--- src/rtl/inst_mem_loader_if.sv ---
// Byte-stream input and instruction-memory write bus of the boot loader.
// The master drives the byte stream and observes the writes; the slave is the loader.
interface inst_mem_loader_if;
  logic        byte_valid;
  logic [7:0]  byte_data;
  logic        byte_ready;
  logic        mem_we;
  logic [31:0] mem_addr;
  logic [31:0] mem_wdata;

  modport master (
    output byte_valid, byte_data,
    input  byte_ready, mem_we, mem_addr, mem_wdata
  );

  modport slave (
    input  byte_valid, byte_data,
    output byte_ready, mem_we, mem_addr, mem_wdata
  );
endinterface

--- src/rtl/inst_mem_loader.sv ---
// Boot-time instruction memory writer: framed byte stream in, 32-bit word writes out,
// CPU held in reset until the image and its XOR checksum are verified.
//
// state    | meaning
// ---------+--------------------------------------------------------------
// S_LEN_LO | waiting for low byte of the word count
// S_LEN_HI | waiting for high byte; range-checks the count
// S_DATA   | assembling and writing image words
// S_CHECK  | waiting for the checksum byte
// S_DONE   | image verified, CPU released
// S_ERROR  | length overflow or checksum mismatch, CPU held
module inst_mem_loader #(
  parameter int ADDR_WIDTH = 8
) (
  input  logic               clock,
  input  logic               reset,
  input  logic               start,
  inst_mem_loader_if.slave   bus,
  output logic               cpu_hold,
  output logic               load_done,
  output logic               load_error
);

  typedef enum logic [2:0] {
    S_LEN_LO, S_LEN_HI, S_DATA, S_CHECK, S_DONE, S_ERROR
  } state_t;

  // 17 bits so that a full 2**16-word image is still representable
  localparam logic [16:0] MAX_WORDS = 17'(1) << ADDR_WIDTH;

  state_t      state, state_next;
  logic [7:0]  len_lo;
  logic [15:0] word_cnt;
  logic [15:0] word_idx;
  logic [1:0]  byte_cnt;
  logic [7:0]  xor_acc;
  logic [23:0] wbuf;

  logic        xfer;
  logic        last_byte;
  logic        last_word;
  logic        rearm;
  logic [16:0] len_full;

  assign xfer      = bus.byte_valid && bus.byte_ready;
  assign last_byte = (byte_cnt == 2'd3);
  assign last_word = (word_idx == word_cnt - 16'd1);
  assign rearm     = start && ((state == S_DONE) || (state == S_ERROR));
  assign len_full  = {1'b0, bus.byte_data, len_lo};

  always_ff @(posedge clock or negedge reset) begin
    if (!reset) state <= S_LEN_LO;
    else        state <= state_next;
  end

  always_comb begin
    state_next     = state;
    bus.byte_ready = 1'b0;
    case (state)
      S_LEN_LO: begin
        bus.byte_ready = 1'b1;
        if (xfer) state_next = S_LEN_HI;
      end
      S_LEN_HI: begin
        bus.byte_ready = 1'b1;
        if (xfer) begin
          if (len_full > MAX_WORDS)  state_next = S_ERROR;
          else if (len_full == '0)   state_next = S_CHECK;
          else                       state_next = S_DATA;
        end
      end
      S_DATA: begin
        bus.byte_ready = 1'b1;
        if (xfer && last_byte && last_word) state_next = S_CHECK;
      end
      S_CHECK: begin
        bus.byte_ready = 1'b1;
        if (xfer) state_next = (bus.byte_data == xor_acc) ? S_DONE : S_ERROR;
      end
      S_DONE, S_ERROR: begin
        if (start) state_next = S_LEN_LO;
      end
      default: state_next = S_LEN_LO;
    endcase
  end

  always_ff @(posedge clock or negedge reset) begin
    if (!reset) begin
      cpu_hold      <= 1'b1;
      load_done     <= 1'b0;
      load_error    <= 1'b0;
      bus.mem_we    <= 1'b0;
      bus.mem_addr  <= '0;
      bus.mem_wdata <= '0;
      len_lo        <= '0;
      word_cnt      <= '0;
      word_idx      <= '0;
      byte_cnt      <= '0;
      xor_acc       <= '0;
      wbuf          <= '0;
    end else begin
      bus.mem_we <= 1'b0;
      cpu_hold   <= (state_next != S_DONE);
      load_done  <= (state_next == S_DONE);
      load_error <= (state_next == S_ERROR);

      if (rearm) begin
        len_lo   <= '0;
        word_cnt <= '0;
        word_idx <= '0;
        byte_cnt <= '0;
        xor_acc  <= '0;
      end

      if (xfer) begin
        if (state != S_CHECK) xor_acc <= xor_acc ^ bus.byte_data;
        case (state)
          S_LEN_LO: len_lo   <= bus.byte_data;
          S_LEN_HI: word_cnt <= {bus.byte_data, len_lo};
          S_DATA: begin
            byte_cnt <= byte_cnt + 2'd1;
            // the word is latched whole so mem_wdata never shows a partial word
            if (last_byte) begin
              bus.mem_we    <= 1'b1;
              bus.mem_addr  <= {14'd0, word_idx, 2'b00};
              bus.mem_wdata <= {wbuf, bus.byte_data};
              word_idx      <= word_idx + 16'd1;
            end else begin
              wbuf <= {wbuf[15:0], bus.byte_data};
            end
          end
          default: ;
        endcase
      end
    end
  end

endmodule
--- src/flat_wrapper.sv ---
// flat-port wrapper written by rule: the top's interface ports become plain ports
module inst_mem_loader_flat 
#(
  parameter int ADDR_WIDTH = 8
)
  (clock, reset, start, cpu_hold, load_done, load_error, bus_byte_valid, bus_byte_data, bus_byte_ready, bus_mem_we, bus_mem_addr, bus_mem_wdata);
  inst_mem_loader_if bus_i ();
  input  logic clock;
  input  logic reset;
  input  logic start;
  output logic cpu_hold;
  output logic load_done;
  output logic load_error;
  input wire logic [$bits(bus_i.byte_valid)-1:0] bus_byte_valid;
  input wire logic [$bits(bus_i.byte_data)-1:0] bus_byte_data;
  output wire logic [$bits(bus_i.byte_ready)-1:0] bus_byte_ready;
  output wire logic [$bits(bus_i.mem_we)-1:0] bus_mem_we;
  output wire logic [$bits(bus_i.mem_addr)-1:0] bus_mem_addr;
  output wire logic [$bits(bus_i.mem_wdata)-1:0] bus_mem_wdata;
  assign bus_i.byte_valid = bus_byte_valid;
  assign bus_i.byte_data = bus_byte_data;
  assign bus_byte_ready = bus_i.byte_ready;
  assign bus_mem_we = bus_i.mem_we;
  assign bus_mem_addr = bus_i.mem_addr;
  assign bus_mem_wdata = bus_i.mem_wdata;
  inst_mem_loader #(.ADDR_WIDTH(ADDR_WIDTH)) u_core (.clock(clock), .reset(reset), .start(start), .bus(bus_i), .cpu_hold(cpu_hold), .load_done(load_done), .load_error(load_error));
endmodule
--- config.mk ---
export PLATFORM = sky130hd
export DESIGN_NAME = inst_mem_loader_flat
export DESIGN_NICKNAME = d
export VERILOG_FILES = /design/src/rtl/inst_mem_loader_if.sv /design/src/rtl/inst_mem_loader.sv /design/src/flat_wrapper.sv
export SDC_FILE = /design/constraint.sdc
export NUM_CORES = 1
export LEC_CHECK = 0
export BUFFER_PORTS_ARGS = -buffer_cell sky130_fd_sc_hd__buf_4
export CAP_MARGIN = 20
export CORE_ASPECT_RATIO = 0.8
export CORE_UTILIZATION = 52
export DETAILED_ROUTE_END_ITERATION = 8
export PLACE_DENSITY = 0.75
export SYNTH_ARGS = -nofsm -noshare
export SYNTH_HDL_FRONTEND = slang
export SYNTH_SLANG_ARGS = --single-unit
--- constraint.sdc ---
create_clock -name clock -period 2.1 [get_ports clock]
set_input_delay 0.21 -clock clock [delete_from_list [all_inputs] [get_ports clock]]
set_output_delay 0.21 -clock clock [all_outputs]
set_load 0.01 [all_outputs]
==> results.py <==
metrics = {
    "pwr": {
        "cellPowerDensity_nw_per_um2": 1200,
        "leakagePower_nw": 3.78,
        "ir_drop_mv": 0.772,
    },
    "sta": {
        "layout_min_cycle_time_ns": 2.09,
        "max_slew_margin_pct": 55.5,
        "setup_slack_ns": 0.0104,
        "hold_violations": 0,
        "timing.final.crit_share_pct": 99.5,
        "tightestPinTransition_ns": 0.665,
        "timing.fmax_ghz": 0.479,
        "fin_skew_ns": 0.00507,
        "setup_viol": 0,
        "drv_slew": 0,
        "rsz0062_at_grt": "true",
    },
    "placement": {
        "dp_hpwl_mm": 9.63,
        "place_ws_ns": -0.0716,
        "port_buffers": 64,
        "globalplace.congestion": 0.910,
    },
    "synth": {
        "async_reset_ff_share_pct": 100,
        "synth_edf_count": 0,
        "synth_seq_cells": 129,
        "synth_cells": 612,
        "synth_warnings": 0,
        "yosysSeqAreaShare_pct": 54.8,
        "yosys_most_used_dff": "dfrtp_1",
        "syn_area_per_cell_um2": 9.62,
        "synth_cell_types": 50,
        "netlist_area_um2": 5890,
    },
    "setup_path": {
        "worst_setup_path_end_kind": "flop",
        "max_stage_delay_ns": 0.44,
        "path_common_cell": "or4_4",
        "critPathArrivalTime_ns": 2.41,
        "cp-start-kind": "flop",
        "critPathKind": "reg2reg",
        "crit_required_ns": 2.42,
        "ff2ff_path_depth": 6,
        "crit_fanout": 3,
        "slowest_stage": "or4_4",
        "crit_path_cell_trace": "or3_4, or4_4, nor2_4, xnor2_1, or4_4, o31ai_2",
    },
    "detailed_routing": {
        "ant_nets": 0,
        "wl_per_cell_um": 16.4,
        "drt_iter0_markers": 346,
        "num_vias": 4626,
        "firstDrtPassIters": 5,
        "drt_wl_total_mm": 14.0,
        "via_per_inst": 5.43,
        "drc": 0,
    },
    "layout": {
        "fin_nets": 710,
        "multiInputGateArea_um2": 2500,
        "fill_cells": 823,
        "regArea_um2": 3230,
        "area_growth_pct": 23.8,
        "diodes": 0,
        "drive_above_1_share_pct": 21.3,
        "finish.utilization_pct": 66.7,
    },
    "clock_network": {
        "cts_tree": "built",
        "cts.clk_slew.worst_paths_ns": 0.06,
        "cts-buffers-inserted": 17,
        "cts.sinks": 129,
        "insertion_delay_ns": 0.41,
        "ctsHtreeMaxLevel": 4,
        "root_buffer": "clkbuf_16",
        "clk_path_buf_depth": 2,
    },
    "outcome": {
        "status": "finished, final reports clean",
    },
    "min_path": {
        "hold_path_class": "in2reg",
        "whs_path_depth": 3,
    },
    "die": {
        "die_h_um": 97.2,
        "rows": 34,
        "dieArea_um2": 11800,
        "core_um2": 10900,
        "io_pins": 81,
        "die-width_um": 121,
        "start_util_pct": 53.9,
    },
    "job": {
        "cap_viol_max_count": 0,
    },
    "grt": {
        "grt_pass1_wl_mm": 23.1,
        "grt_max_degree": 61,
        "grt_usage_pct": 25.6,
        "first_global_vias": 4475,
        "overflow": 0,
        "antenna_found_initial": 0,
    },
}
[timing repair]
item                                   in CTS  in global routing
setup endpoints to repair                   1                  1
gates resized for setup                     4                  7
setup buffers                               1                  0
hold buffers                                1                  0
pin swaps                                   5                  4
endpoints found under the hold margin      31                  0
[power by group]
part	switching (W)	internal, W
Sequential	0.000388	0.00284
Clock	0.00110	0.00169
Combinational	0.00142	0.00131
Total	0.00291	0.00585
[logic make-up after synthesis]
family                   count (synthesis)  share of synthesized area (%)
flip-flops                             129                           54.8
adder cells (fa/ha/maj)                  3                          0.638
multiplexers                            31                           5.78
XOR/XNOR                                35                           5.21
AND/OR/NAND/NOR                        285                           21.0
buffers and inverters                   57                           4.65
AO/OA/AOI/OAI                           71                           7.82
other                                    1                         0.0637
[state kept, by name, summed over array words and instances, names as in the netlist, 2 cells and up]
name / count
u_core.bus.mem_wdata: 32
u_core.wbuf: 24
u_core.bus.mem_addr: 16
u_core.word_cnt: 16
u_core.word_idx: 16
u_core.len_lo: 8
u_core.xor_acc: 8
u_core.state: 3
u_core.byte_cnt: 2
[Yosys cell counts (all sizes together), types with 7 or more instances]
library cell | instances | area (µm²)
o21ai | 37 | 185
xor2 | 16 | 140
nand2 | 205 | 769
nor3 | 11 | 60.1
dfrtp | 128 | 3200
clkbuf | 34 | 128
nand3 | 19 | 95.1
nor2 | 15 | 58.8
a22o | 16 | 140
mux2 | 24 | 270
buf | 17 | 124
xnor2 | 19 | 166
nand4 | 7 | 43.8
mux2i | 7 | 70.1
[metal layers]
layer | global-route usage (%) | wire length [µm] | share of wire, %
met4 | 9.12 | 165 | 1.2
met2 | 38.8 | 6500 | 46
met3 | 5.34 | 855 | 6.1
met5 | 0 | 0 | 0
met1 | 36.5 | 6480 | 46
[layout by cell type (no fill, tap or decap), types with 10 or more instances in the layout]
master       n
xnor2_1     19
nor3_1      10
nand2_1    204
nor2_1      13
conb_1      16
o21ai_1     25
dfrtp_1    127
xor2_1      16
nand3_1     18
o21ai_0     12
mux2_1      23
clkbuf_16   17
buf_4       96
a22o_1      16
[final timing paths]
path | startpoint | endpoint | slack, ns
worst max-delay path | u_core.word_cnt[11]$_DFF_PN0_ | u_core.state[0]$_DFF_PN0_ | 0.01
worst min-delay path | bus_byte_data[2] | u_core.bus.mem_wdata[2]$_DFFE_PN0P_ | 0.1
worst max register to register | u_core.word_cnt[11]$_DFF_PN0_ | u_core.state[0]$_DFF_PN0_ | 0.01
worst min register to register | u_core.wbuf[23]$_DFFE_PN0P_ | u_core.bus.mem_wdata[31]$_DFFE_PN0P_ | 0.47
max in group asynchronous | reset | u_core.cpu_hold$_DFF_PN1_ | 1.10
min in group asynchronous | reset | u_core.word_idx[5]$_DFF_PN0_ | 0.30
[layout make-up]
type | count | share of cell area [%]
Timing Repair Buffer | 100 | 10.8
Sequential cell | 129 | 44.3
Inverter | 6 | 0.309
Multi-Input combinational cell | 441 | 34.3
Clock buffer | 20 | 6.27
Tap cell | 144 | 2.47
Clock inverter | 12 | 1.48
[worst max-delay path, delay by kind of cell (launching register included)]
kind	cells	cell delay (ns)
and+or+nand+nor	4	1.35
DFF	1	0.39
AOI/OAI and AO/OA	1	0.17
xor gates and xnor gates	1	0.09
[stage by stage]
stage	TNS, ns	hold slack, ns	instance area [µm²]	cells	power (W)
after floorplan	-0.00533	-0.0856	5940	627	0.00487
after global placement	-0.00563	0.197	6640	817	0.00570
after detailed placement	-0.0716	0.195	6640	817	0.00576
after CTS	-0.00946	0.0844	7250	851	0.00864
after global routing	-0.0396	0.0976	7290	852	0.00924
final	0	0.0963	7290	852	0.00876
No activity file was read; power rests on OpenSTA's default activity.
